$ cat src/rtl/banner_scroll.sv
// banner_scroll: scrolling message on a 4-digit multiplexed seven-segment
// display (common anode, active-low). One digit refreshes per tick_display,
// and the scroll position advances once per tick_banner.
module banner_scroll #(
  parameter int MSG_LEN = 16,
  parameter int AW      = 4
) (
  input  logic          clk,
  input  logic          rst,
  input  logic          tick_display,
  input  logic          tick_banner,
  input  logic          pause,
  input  logic          wr_en,
  input  logic [AW-1:0] wr_addr,
  input  logic [4:0]    wr_data,
  output logic [6:0]    seg,
  output logic [3:0]    anode,
  output logic [AW-1:0] pos
);

  localparam logic [AW:0]   LEN_W = (AW+1)'(MSG_LEN);
  localparam logic [AW-1:0] LAST  = AW'(MSG_LEN - 1);

  logic [4:0]    msg [MSG_LEN];
  logic [1:0]    dsel;
  logic [1:0]    dsel_next;
  logic [AW:0]   fetch_sum;
  logic [AW:0]   fetch_wrap;
  logic [AW-1:0] fetch_idx;
  logic [4:0]    fetch_char;
  logic [6:0]    fetch_seg;

  // Message storage: per-character flops so reset can restore the default text.
  // Out-of-range addresses match no element, so such writes fall away.
  for (genvar g = 0; g < MSG_LEN; g++) begin : g_msg
    localparam logic [4:0] INIT = (g == 0) ? 5'd17 :
                                  (g == 1) ? 5'd0  :
                                  (g == 2) ? 5'd18 :
                                  (g == 3) ? 5'd10 : 5'd16;
    // Reset to the default text, otherwise accept writes to this index.
    always_ff @(posedge clk) begin
      if (!rst) begin
        msg[g] <= INIT;
      end else if (wr_en && (wr_addr == AW'(g))) begin
        msg[g] <= wr_data;
      end
    end
  end

  // Digit that the next refresh will drive.
  always_comb dsel_next = dsel + 2'd1;

  // Character index for the next digit: (pos + 3 - dsel_next) mod MSG_LEN.
  // The sum never reaches 2*MSG_LEN, so a single conditional subtract wraps it.
  always_comb begin
    fetch_sum = {1'b0, pos} + {{(AW-1){1'b0}}, 2'd3 - dsel_next};
    if (fetch_sum >= LEN_W) begin
      fetch_wrap = fetch_sum - LEN_W;
    end else begin
      fetch_wrap = fetch_sum;
    end
    fetch_idx  = fetch_wrap[AW-1:0];
    fetch_char = msg[fetch_idx];
  end

  // Character code to active-low segment pattern {g,f,e,d,c,b,a}.
  always_comb begin
    unique case (fetch_char)
      5'd0:    fetch_seg = 7'b1000000;
      5'd1:    fetch_seg = 7'b1111001;
      5'd2:    fetch_seg = 7'b0100100;
      5'd3:    fetch_seg = 7'b0110000;
      5'd4:    fetch_seg = 7'b0011001;
      5'd5:    fetch_seg = 7'b0010010;
      5'd6:    fetch_seg = 7'b0000010;
      5'd7:    fetch_seg = 7'b1111000;
      5'd8:    fetch_seg = 7'b0000000;
      5'd9:    fetch_seg = 7'b0010000;
      5'd10:   fetch_seg = 7'b0001000;
      5'd11:   fetch_seg = 7'b0000011;
      5'd12:   fetch_seg = 7'b1000110;
      5'd13:   fetch_seg = 7'b0100001;
      5'd14:   fetch_seg = 7'b0000110;
      5'd15:   fetch_seg = 7'b0001110;
      5'd17:   fetch_seg = 7'b0001001;
      5'd18:   fetch_seg = 7'b1000111;
      5'd19:   fetch_seg = 7'b0001100;
      5'd20:   fetch_seg = 7'b1000001;
      5'd21:   fetch_seg = 7'b0111111;
      default: fetch_seg = 7'b1111111;
    endcase
  end

  // Digit scan and scroll; the fetch uses the pre-update pos and buffer.
  always_ff @(posedge clk) begin
    if (!rst) begin
      pos   <= '0;
      dsel  <= 2'd3;
      anode <= '1;
      seg   <= '1;
    end else begin
      if (tick_display) begin
        dsel  <= dsel_next;
        anode <= ~(4'b0001 << dsel_next);
        seg   <= fetch_seg;
      end
      if (tick_banner && !pause) begin
        pos <= (pos == LAST) ? '0 : pos + AW'(1);
      end
    end
  end

endmodule

$ cat config.mk
export PLATFORM = sky130hd
export DESIGN_NAME = banner_scroll
export DESIGN_NICKNAME = d
export VERILOG_FILES = /design/src/rtl/banner_scroll.sv
export SDC_FILE = /design/constraint.sdc
export NUM_CORES = 1
export LEC_CHECK = 0
export ABC_AREA = 1
export BUFFER_PORTS_ARGS = -buffer_cell sky130_fd_sc_hd__buf_2
export CAP_MARGIN = 15
export CORE_AREA = 3 3 92 138
export DETAILED_ROUTE_END_ITERATION = 7
export DIE_AREA = 0 0 95 141
export PLACE_DENSITY = 0.62
export SLEW_MARGIN = 30
export SYNTH_ARGS = -nofsm -noshare
export SYNTH_HDL_FRONTEND = slang
export SYNTH_SLANG_ARGS = --single-unit
$ cat constraint.sdc
create_clock -name clk -period 8.6 [get_ports clk]
set_input_delay 1.72 -clock clk [delete_from_list [all_inputs] [get_ports clk]]
set_output_delay 1.72 -clock clk [all_outputs]
set_load 0.02 [all_outputs]
==> results of run 1 <==
[worst min path at each step]
| stage | depth (start not counted) | from | end |
|---|---|---|---|
| 2_1_floorplan | 1 | dsel[0] | dsel[0] |
| 3_3_place_gp | 2 | seg[4] | seg[4] |
| 3_5_place_dp | 2 | seg[0] | seg[0] |
| 4_1_cts | 2 | seg[0] | seg[0] |
| 5_1_grt | 2 | seg[5] | seg[5] |
| 6_report | 2 | seg[6] | seg[6] |
[cells by family after synthesis]
family,synth area share (%)
buffers and inverters,8.572
xor gates and xnor gates,1.190
and+or+nand+nor,27.90
adders and majority gates,4.031
AOI/OAI and AO/OA,5.075
DFF,53.23
[metrics by stage]
stage                     worst slack [ns]  util, %  hold WS (ns)  instances
final                                4.930    48.64        0.4646        797
after floorplan                      5.496        -        0.4862        627
after CTS                            4.898    48.64        0.4673        797
after global routing                 4.637    48.64        0.4991        797
after global placement               4.941    46.16        0.4453        781
after detailed placement             4.928    46.16        0.4497        781
[critical path: cells and delay by family (launching register included)]
family          cells  cell delay, ns
simple gates        8            0.91
buf+inv             5            0.79
compound gates      2            0.27
flops               1            0.42
fa+ha+maj           3            1.15
[power groups by stage]
stage | registers (mW) | logic (mW) | clock network (mW)
2_1_floorplan | 0.571 | 0.264 | 0
3_3_place_gp | 0.562 | 0.353 | 0
3_5_place_dp | 0.563 | 0.356 | 0
4_1_cts | 0.553 | 0.358 | 0.400
5_1_grt | 0.556 | 0.402 | 0.420
6_report | 0.553 | 0.357 | 0.398
[final cells by class]
class / count / area share (%)
multi-input combinational: 426 / 34.91
clock buffer: 10 / 4.061
timing repair buffer: 31 / 2.841
clock inverter: 6 / 1.043
inverter: 77 / 5.171
sequential: 97 / 48.65
tap: 150 / 3.329
[state kept, by name, summed over array words and instances, names as in the netlist]
signal / count
anode: 4
msg: 80
pos: 4
seg: 7
dsel: 2
[metal layers]
metal | GRT usage (%) | vias to the layer above | routed length [µm]
li1 | - | 2038 | -
met1 | 21.74 | 1928 | 4793
met2 | 35.06 | 126 | 6422
met3 | 2.242 | 33 | 452
met4 | 11.18 | 0 | 507
met5 | 0 | - | 0
[placed cells by master (no fill, tap or decap), types with 2 or more instances in the layout]
| master | n |
|---|---|
| o211ai_1 | 2 |
| nand3_1 | 58 |
| nor2_1 | 120 |
| buf_4 | 2 |
| a21oi_1 | 17 |
| inv_1 | 68 |
| ha_1 | 15 |
| clkinv_1 | 3 |
| clkbuf_16 | 9 |
| nand2_1 | 161 |
| edfxtp_1 | 80 |
| nand4_1 | 3 |
| o21ai_1 | 9 |
| nor3_1 | 7 |
| o21ai_0 | 22 |
| nand2_2 | 5 |
| inv_2 | 7 |
| buf_2 | 29 |
| dfxtp_1 | 17 |
==> flow_summary_export.csv, run 1 <==
group,metric,value,unit
outcome,status,"finished clean",
route,vias_per_cell,5.176,
layout,diodes,0,
global_route,first_global_vias,4075,
route,drcViolationCount,0,
yosys,yosysTopAreaCell,"edfxtp_1",
yosys,syn-num-nets,658,
worst_setup_path,reg2reg_slack,4.93,ns
clocking,root_buffer,"clkbuf_16",
route,routed_wl,12180,µm
place,placed_area,5350,µm²
yosys,ys_ff_latch,97,
worst_setup_path,crit_type,"register to register",
power,power.leakage,2.407,nW
worst_setup_path,setup.worst_path.start_class,"register",
sta,final_hold_viol_count,0,
sta,clock.fmax,0.2725,GHz
sta,skew,0.006292,ns
sta,slew_headroom,48.63,%
floorplanning,boundaryPins,30,
sta,final-setup-viol-count,0,
place,portBuffers,29,
yosys,synth_top_area_share,46.62,%
worst_setup_path,cp.arrival,3.91,ns
global_route,grt_pass1_wl,19800,µm
sta,tightest_slew,0.7696,ns
worst_setup_path,worstSetupStartpoint,"dsel[0]",
yosys,dominantRegCellSynth,"edfxtp_1",
layout,fin_nets,673,
clocking,clockBufferDepth,2,
clocking,cts_hold_buf,0,
yosys,postSynthAreaPerCell,8.218,µm²
layout,nFillCells,1146,
floorplanning,placementRows,48,
yosys,netlist_instances,627,
yosys,synth_commonest_cells,"nand2_1 (161), nor2_1 (120), edfxtp_1 (80), inv_1 (69), nand3_1 (58)",
worst_setup_path,r2r_end,"seg[5]",
floorplanning,die_h,141,µm
power,power_frac_seq,42.3,%
power,ir_worst_vdd,0.08633,mV
worst_setup_path,reg2reg_depth,18,
clocking,clk_pin_slew_worst_paths,0.07,ns
yosys,async_flop_share,0,%
floorplanning,initial_core_util,44.45,%
clocking,cts_tree,"built",
place,place_hpwl,8607,µm
place,gp_congestion,0.8311,
floorplanning,dieWidth,95,µm
route,drt_first_iter_violations,351,
power,power_frac_comb,27.3,%
floorplanning,core-area,11590,µm²
route,wl_per_cell,15.28,µm
clocking,clkLatencyLatePin,0.35,ns
yosys,ys_warn_count,0,
power,cellPowerDensity,231.9,nW/µm²
clocking,htreeDepth,3,
route,dr.pass1.iters,5,
power,finalPower,1.307,mW
sta,drv_slew,0,
global_route,grt_max_degree,44,
yosys,synth_edf_count,80,
clocking,clkSinkCount,97,
floorplanning,die_area,13400,µm²
global_route,overflow,0,
worst_setup_path,required,8.84,ns
clocking,cts_resized,0,
route,ant_nets,0,
global_route,antenna_found_initial,0,
layout,syn_to_final_growth,9.422,%
clocking,cts_setup_buffers,0,
worst_setup_path,r2r_start,"dsel[0]",
yosys,synth_area_leaders,"edfxtp_1 (47%), nand2_1 (12%), nor2_1 (8.7%)",
min_path,hp-class,"register to register",
power,p_clk_share,30.4,%
worst_setup_path,cp_slowest_stage_delay,0.53,ns
clocking,cts_buffers,9,
sta,min_period_over_period,42.67,%
power,swShare,33.36,%
worst_setup_path,cpMostUsedCell,"nand2_1",
sta,finalSetupTns,0,ns
worst_setup_path,worstPathCellList,"inv_1, ha_1, fa_1, buf_4, inv_2, nor2_1, o21ai_0, nand3_1, nand3_1, nand2_1, inv_1, ha_1, nand2_1, inv_2, o21ai_1, nand2_1, nand2_1, nand2_1",
yosys,synth.most_common_cell,"nand2_1",
global_route,grtUsageTotal,19.51,%
power,cellInternalPower,0.8712,mW
worst_setup_path,cp-endpoint,"seg[5]",
worst_setup_path,path_max_fanout,26,
yosys,syn_area,5152,µm²
layout,seq_area,2743,µm²
job,drv_cap,0,
worst_setup_path,cp_slowest_cell,"fa_1",
worst_setup_path,worstSetupEndpointType,"register",
route,via_count,4125,
layout,multi_input_area,1968,µm²
sta,timing.final.crit_period,3.670,ns
power,switching_power,0.4361,mW
yosys,synth_cell_types,28,
yosys,ys_seq_area_share,53.23,%
layout,drive_gt1_share,9.119,%
layout,design_area,5638,µm²
sta,rsz0062_at_grt,"false",
No activity file was read; power rests on OpenSTA's default activity.
==> run 2: changes to the inputs <==
--- a/config.mk
+++ b/config.mk
@@ -11,7 +11,7 @@
 export CORE_AREA = 3 3 92 138
 export DETAILED_ROUTE_END_ITERATION = 7
 export DIE_AREA = 0 0 95 141
-export PLACE_DENSITY = 0.62
+export PLACE_DENSITY = 0.64
 export SLEW_MARGIN = 30
 export SYNTH_ARGS = -nofsm -noshare
 export SYNTH_HDL_FRONTEND = slang
==> constraint.sdc (replaced) <==
create_clock -name clk -period 3.36 [get_ports clk]
set_input_delay 0.672 -clock clk [delete_from_list [all_inputs] [get_ports clk]]
set_output_delay 0.672 -clock clk [all_outputs]
set_load 0.02 [all_outputs]
==> run 2 against run 1 <==
  * Clock-buffer cell count fell by 1
  * Combinational power rose to 2.6 times the previous value
  * Clock skew rose by 0.0022 ns
  * Worst hold slack worse by 0.0010 ns
  * Critical endpoint unchanged
==> flow_summary_export.csv, run 2 (synthesis results as in run 1) <==
group,metric,value,unit
outcome,status,"finished clean",
power,power.leakage,2.455,nW
power,swShare,32.42,%
sta,final_hold_viol_count,0,
floorplanning,boundaryPins,30,
layout,final_common_cell,"nand2_1",
worst_setup_path,worstSetupEndpointType,"register",
power,p_clk_share,31.8,%
route,vias_per_cell,5.049,
power,power_frac_comb,27.3,%
min_path,whs_endpoint,"seg[1]",
sta,skew,0.008505,ns
worst_setup_path,path_max_fanout,8,
layout,top_regs,"msg (80), seg (7)",
clocking,clkLatencyLatePin,0.34,ns
sta,final-setup-viol-count,0,
worst_setup_path,reg2reg_slack,0.30,ns
worst_setup_path,cp.arrival,3.30,ns
floorplanning,die_area,13400,µm²
route,via_count,4054,
clocking,cts_buffers,9,
sta,rsz0062_at_grt,"false",
layout,largest_register_ffs,80,
min_path,hp-class,"register to register",
min_path,hold_depth,2,
layout,drive_gt1_share,10.72,%
sta,slew_headroom,51.07,%
clocking,clkSinkCount,97,
worst_setup_path,required,3.60,ns
sta,clock.fmax,0.3266,GHz
route,drcViolationCount,0,
sta,min_period_over_period,91.14,%
place,place_hpwl,8806,µm
worst_setup_path,crit_type,"register to register",
sta,tightest_slew,0.7262,ns
place,place_ws,0.1521,ns
global_route,antenna_found_initial,0,
sta,drv_slew,0,
global_route,grt_max_degree,32,
layout,top_register,"msg",
route,drt_first_iter_violations,249,
clocking,clk_pin_slew_worst_paths,0.07,ns
clocking,cts_hold_buf,0,
sta,timing.final.crit_period,3.062,ns
power,power_frac_seq,40.9,%
worst_setup_path,reg2reg_depth,17,
route,ant_nets,0,
place,gp_congestion,0.9223,
job,drv_cap,0,
power,switching_power,1.122,mW
layout,diodes,0,
layout,syn_to_final_growth,11.51,%
global_route,first_global_vias,3947,
global_route,grtUsageTotal,19.04,%
clocking,htreeDepth,3,
clocking,cts_tree,"built",
layout,layout_common_cells,"nand2_1 (159), nor2_1 (120), edfxtp_1 (80), inv_1 (67), nand3_1 (58)",
route,wl_per_cell,15.00,µm
sta,fin_ws,0.2978,ns
clocking,clockBufferDepth,2,
worst_setup_path,r2r_start,"dsel[1]",
worst_setup_path,setup.worst_path.start_class,"register",
power,cellInternalPower,2.339,mW
floorplanning,die_h,141,µm
layout,nFillCells,1101,
min_path,min-delay-start,"seg[1]",
global_route,grt_pass1_wl,19460,µm
layout,fin_nets,680,
power,cellPowerDensity,602.5,nW/µm²
floorplanning,placementRows,48,
floorplanning,initial_core_util,44.45,%
floorplanning,dieWidth,95,µm
floorplanning,core-area,11590,µm²
clocking,root_buffer,"clkbuf_16",
global_route,overflow,0,
power,ir_worst_vdd,0.2163,mV
route,dr.pass1.iters,5,
place,portBuffers,29,
route,routed_wl,12040,µm
sta,finalSetupTns,0,ns
place,placed_area,5400,µm²
layout,design_area,5746,µm²
worst_setup_path,r2r_end,"seg[5]",
[run 2: through the flow]
step | std cells | util (%) | hold WS (ns) | total power [mW]
global route | 803 | 49.57 | 0.4831 | 3.650
floorplan | 627 | - | 0.4862 | 2.137
finish | 803 | 49.57 | 0.4636 | 3.461
global placement | 786 | 46.59 | 0.4454 | 2.369
CTS | 801 | 49.30 | 0.4660 | 3.457
detailed placement | 786 | 46.59 | 0.4502 | 2.370
[run 2: worst max path at each step]
stage	slack (ns)	depth (start not counted)	start	endpoint
after floorplan	0.26	17	dsel[0]	seg[4]
after global placement	0.27	16	dsel[1]	seg[4]
after detailed placement	0.15	16	dsel[1]	seg[5]
after CTS	0.14	16	dsel[1]	seg[5]
after global routing	0.002	18	dsel[1]	seg[4]
final	0.30	17	dsel[1]	seg[5]
[run 2: final cells by class]
cell class,count,area [µm²],share of cell area (%)
clock inverter,6,88.84,1.546
clock buffer,9,225.2,3.920
timing repair buffer,38,225.2,3.920
tap,150,187.7,3.267
sequential,97,2743,47.74
inverter,77,291.5,5.074
multi-input combinational,426,1984,34.54
[run 2: metal layers]
metal | global-route usage [%] | wire length, µm | up-vias | part of all wire (%)
li1 | - | - | 2042 | -
met1 | 21.90 | 4888 | 1892 | 41
met2 | 34.20 | 6382 | 99 | 53
met3 | 3.737 | 474 | 21 | 3.9
met4 | 7.224 | 296 | 0 | 2.5
met5 | 0 | 0 | - | 0
[run 2: power groups by stage]
stage | clock (mW) | sequential, mW | combinational (mW)
2_1_floorplan | 0 | 1.46 | 0.675
3_3_place_gp | 0 | 1.44 | 0.930
3_5_place_dp | 0 | 1.44 | 0.928
4_1_cts | 1.11 | 1.42 | 0.932
5_1_grt | 1.16 | 1.42 | 1.07
6_report | 1.10 | 1.41 | 0.946
[run 2: what timing repair did]
item,CTS,global route
setup endpoints to repair,0,7
setup buffers,0,2
gates resized for setup,0,4
[run 2: critical path, cell delays in order (launching register included)]
cell and delay (ns):
dfxtp_1 0.36, inv_1 0.08, ha_1 0.33, fa_1 0.57, xor2_4 0.31, buf_4 0.17, nand3_1 0.08, nand3_1 0.11
nand2_2 0.12, inv_2 0.12, ha_1 0.15, inv_1 0.05, nand2_1 0.07, nand2_2 0.08, o21ai_1 0.20, nand2_1 0.08
nand2_1 0.06, nand2_1 0.05
==> run 3: changes to the inputs <==
--- a/config.mk
+++ b/config.mk
@@ -8,10 +8,10 @@
 export ABC_AREA = 1
 export BUFFER_PORTS_ARGS = -buffer_cell sky130_fd_sc_hd__buf_2
 export CAP_MARGIN = 15
-export CORE_AREA = 3 3 92 138
+export CORE_AREA = 3 3 91 136
 export DETAILED_ROUTE_END_ITERATION = 7
-export DIE_AREA = 0 0 95 141
-export PLACE_DENSITY = 0.64
+export DIE_AREA = 0 0 94 139
+export PLACE_DENSITY = 0.63
 export SLEW_MARGIN = 30
 export SYNTH_ARGS = -nofsm -noshare
 export SYNTH_HDL_FRONTEND = slang
==> constraint.sdc (replaced) <==
create_clock -name clk -period 3.8 [get_ports clk]
set_input_delay 0.76 -clock clk [delete_from_list [all_inputs] [get_ports clk]]
set_output_delay 0.76 -clock clk [all_outputs]
set_load 0.02 [all_outputs]
==> run 3 against run 2 <==
  * Clock skew down 0.0016 ns
  * Combinational power down 14%
  * Cell count down 0.62%
  * Register-to-register slack better by 0.09 ns
  * Clock power down 19%
  * Die area down 2.5%
  * Fmax down 10%
  * Largest cell class unchanged
==> flow_summary_export.csv, run 3 (synthesis results as in run 1) <==
group,metric,value,unit
worst_setup_path,crit_type,"register to register",
sta,min_period_over_period,89.81,%
floorplanning,initial_core_util,45.15,%
route,wl_met2,6371,µm
global_route,first_global_vias,4063,
worst_setup_path,setup.worst_path.start_class,"register",
global_route,overflow,0,
route,vias_per_cell,5.127,
sta,rsz0062_at_grt,"false",
layout,top_register,"msg",
job,drv_cap,0,
global_route,grt_pass1_wl,19420,µm
floorplanning,die_h,139,µm
global_route,grtUsageTotal,19.15,%
route,dr.pass1.iters,5,
place,gp_congestion,0.9330,
worst_setup_path,critical_path.top_delay_family,"adder cells",
worst_setup_path,path_max_fanout,25,
route,routed_wl,12040,µm
sta,skew,0.006938,ns
route,route.met3.wl,488,µm
worst_setup_path,cpMostUsedCell,"nand2_1",
sta,final_hold_viol_count,0,
clocking,clkSinkCount,97,
route,dr.max_layer_used,"met4",
power,cellPowerDensity,523.1,nW/µm²
power,ir_worst_vdd,0.2396,mV
floorplanning,die_area,13070,µm²
worst_setup_path,required,4.04,ns
clocking,htreeDepth,3,
worst_setup_path,cp.arrival,3.65,ns
worst_setup_path,worstSetupEndpointType,"register",
layout,design_area,5645,µm²
clocking,cts_setup_buffers,0,
sta,clock.fmax,0.2930,GHz
sta,slew_headroom,51.91,%
worst_setup_path,worstPathCellList,"inv_1, ha_1, fa_1, buf_4, o21ai_0, o211ai_1, nand3_1, nand2_1, inv_1, ha_1, nand2_1, inv_2, o21ai_1, nand2_1, nand2_1, nand2_1",
route,drcViolationCount,0,
layout,syn_to_final_growth,9.568,%
power,power.leakage,2.411,nW
floorplanning,placementRows,48,
floorplanning,core-area,11410,µm²
global_route,antenna_found_initial,0,
worst_setup_path,cp_slowest_stage_delay,0.56,ns
route,wl_per_cell,15.08,µm
clocking,clockBufferDepth,2,
sta,final-setup-viol-count,0,
outcome,status,"finished clean",
clocking,root_buffer,"clkbuf_16",
layout,drive_gt1_share,9.259,%
place,place_hpwl,8401,µm
worst_setup_path,cp_slowest_cell,"fa_1",
layout,diodes,0,
route,ant_nets,0,
floorplanning,boundaryPins,30,
route,drt_first_iter_violations,307,
layout,final_common_cell,"nand2_1",
min_path,hp-class,"register to register",
place,portBuffers,29,
worst_setup_path,critPathBufInv,4,
floorplanning,dieWidth,94,µm
layout,top_regs,"msg (80), seg (7)",
layout,fin_nets,674,
layout,layout_common_cells,"nand2_1 (161), nor2_1 (120), edfxtp_1 (80), inv_1 (68), nand3_1 (58)",
global_route,grt_max_degree,39,
place,placed_area,5358,µm²
clocking,cts_tree,"built",
clocking,clkLatencyLatePin,0.34,ns
route,via_count,4091,
sta,tightest_slew,0.7138,ns
sta,finalSetupTns,0,ns
sta,timing.final.crit_period,3.413,ns
clocking,clk_pin_slew_worst_paths,0.07,ns
layout,largest_register_ffs,80,
clocking,cts_buffers,9,
route,routedLengthMet1,4677,µm
sta,drv_slew,0,
clocking,cts_resized,0,
clocking,cts_hold_buf,0,
-- run 3: through the flow --
step                hold WS (ns)  std cells  power (mW)  setup slack (ns)  utilization [%]
floorplan                 0.4862        627       1.890            0.6965                -
detailed placement        0.4567        782       2.081            0.4255            46.95
finish                    0.4692        798       2.953            0.3872            49.47
global route              0.4900        798       3.119           0.04578            49.47
CTS                       0.4728        798       2.968            0.3972            49.47
global placement          0.4466        782       2.067            0.5643            46.95
-- run 3: area by class of cell --
| class | count | area (µm²) |
|---|---|---|
| multi-input combinational | 426 | 1968 |
| clock inverter | 6 | 58.81 |
| sequential | 97 | 2743 |
| fill | 1121 | 5766 |
| inverter | 77 | 291.5 |
| tap | 150 | 187.7 |
| clock buffer | 10 | 229.0 |
| timing repair buffer | 32 | 167.7 |
-- run 3: worst min-delay path, stage by stage, from the launching register on --
cell and delay (ns):
dfxtp_1 0.32, a21oi_1 0.06, nand2_1 0.06
-- run 3: path summary, 6_finish.rpt --
path / from / end / slack [ns] / cells after the start
min reg2reg: seg[4] / seg[4] / 0.47 / 2
min: seg[4] / seg[4] / 0.47 / 2
max reg2reg: dsel[0] / seg[5] / 0.39 / 16
max: dsel[0] / seg[5] / 0.39 / 16
-- run 3: power breakdown --
| part | internal [mW] | switching [mW] | total (mW) | leakage, nW |
|---|---|---|---|---|
| Clock | 0.506 | 0.385 | 0.891 | 0.138 |
| Combinational | 0.246 | 0.564 | 0.810 | 1.36 |
| Sequential | 1.22 | 0.0292 | 1.25 | 0.915 |
| Total | 1.98 | 0.977 | 2.95 | 2.41 |
-- run 3: routing by layer --
layer | track usage, % | vias to the layer above
met1 | 21.09 | 1912
met4 | 9.665 | 0
met5 | 0 | -
li1 | - | 2030
met3 | 3.420 | 42
met2 | 34.41 | 107
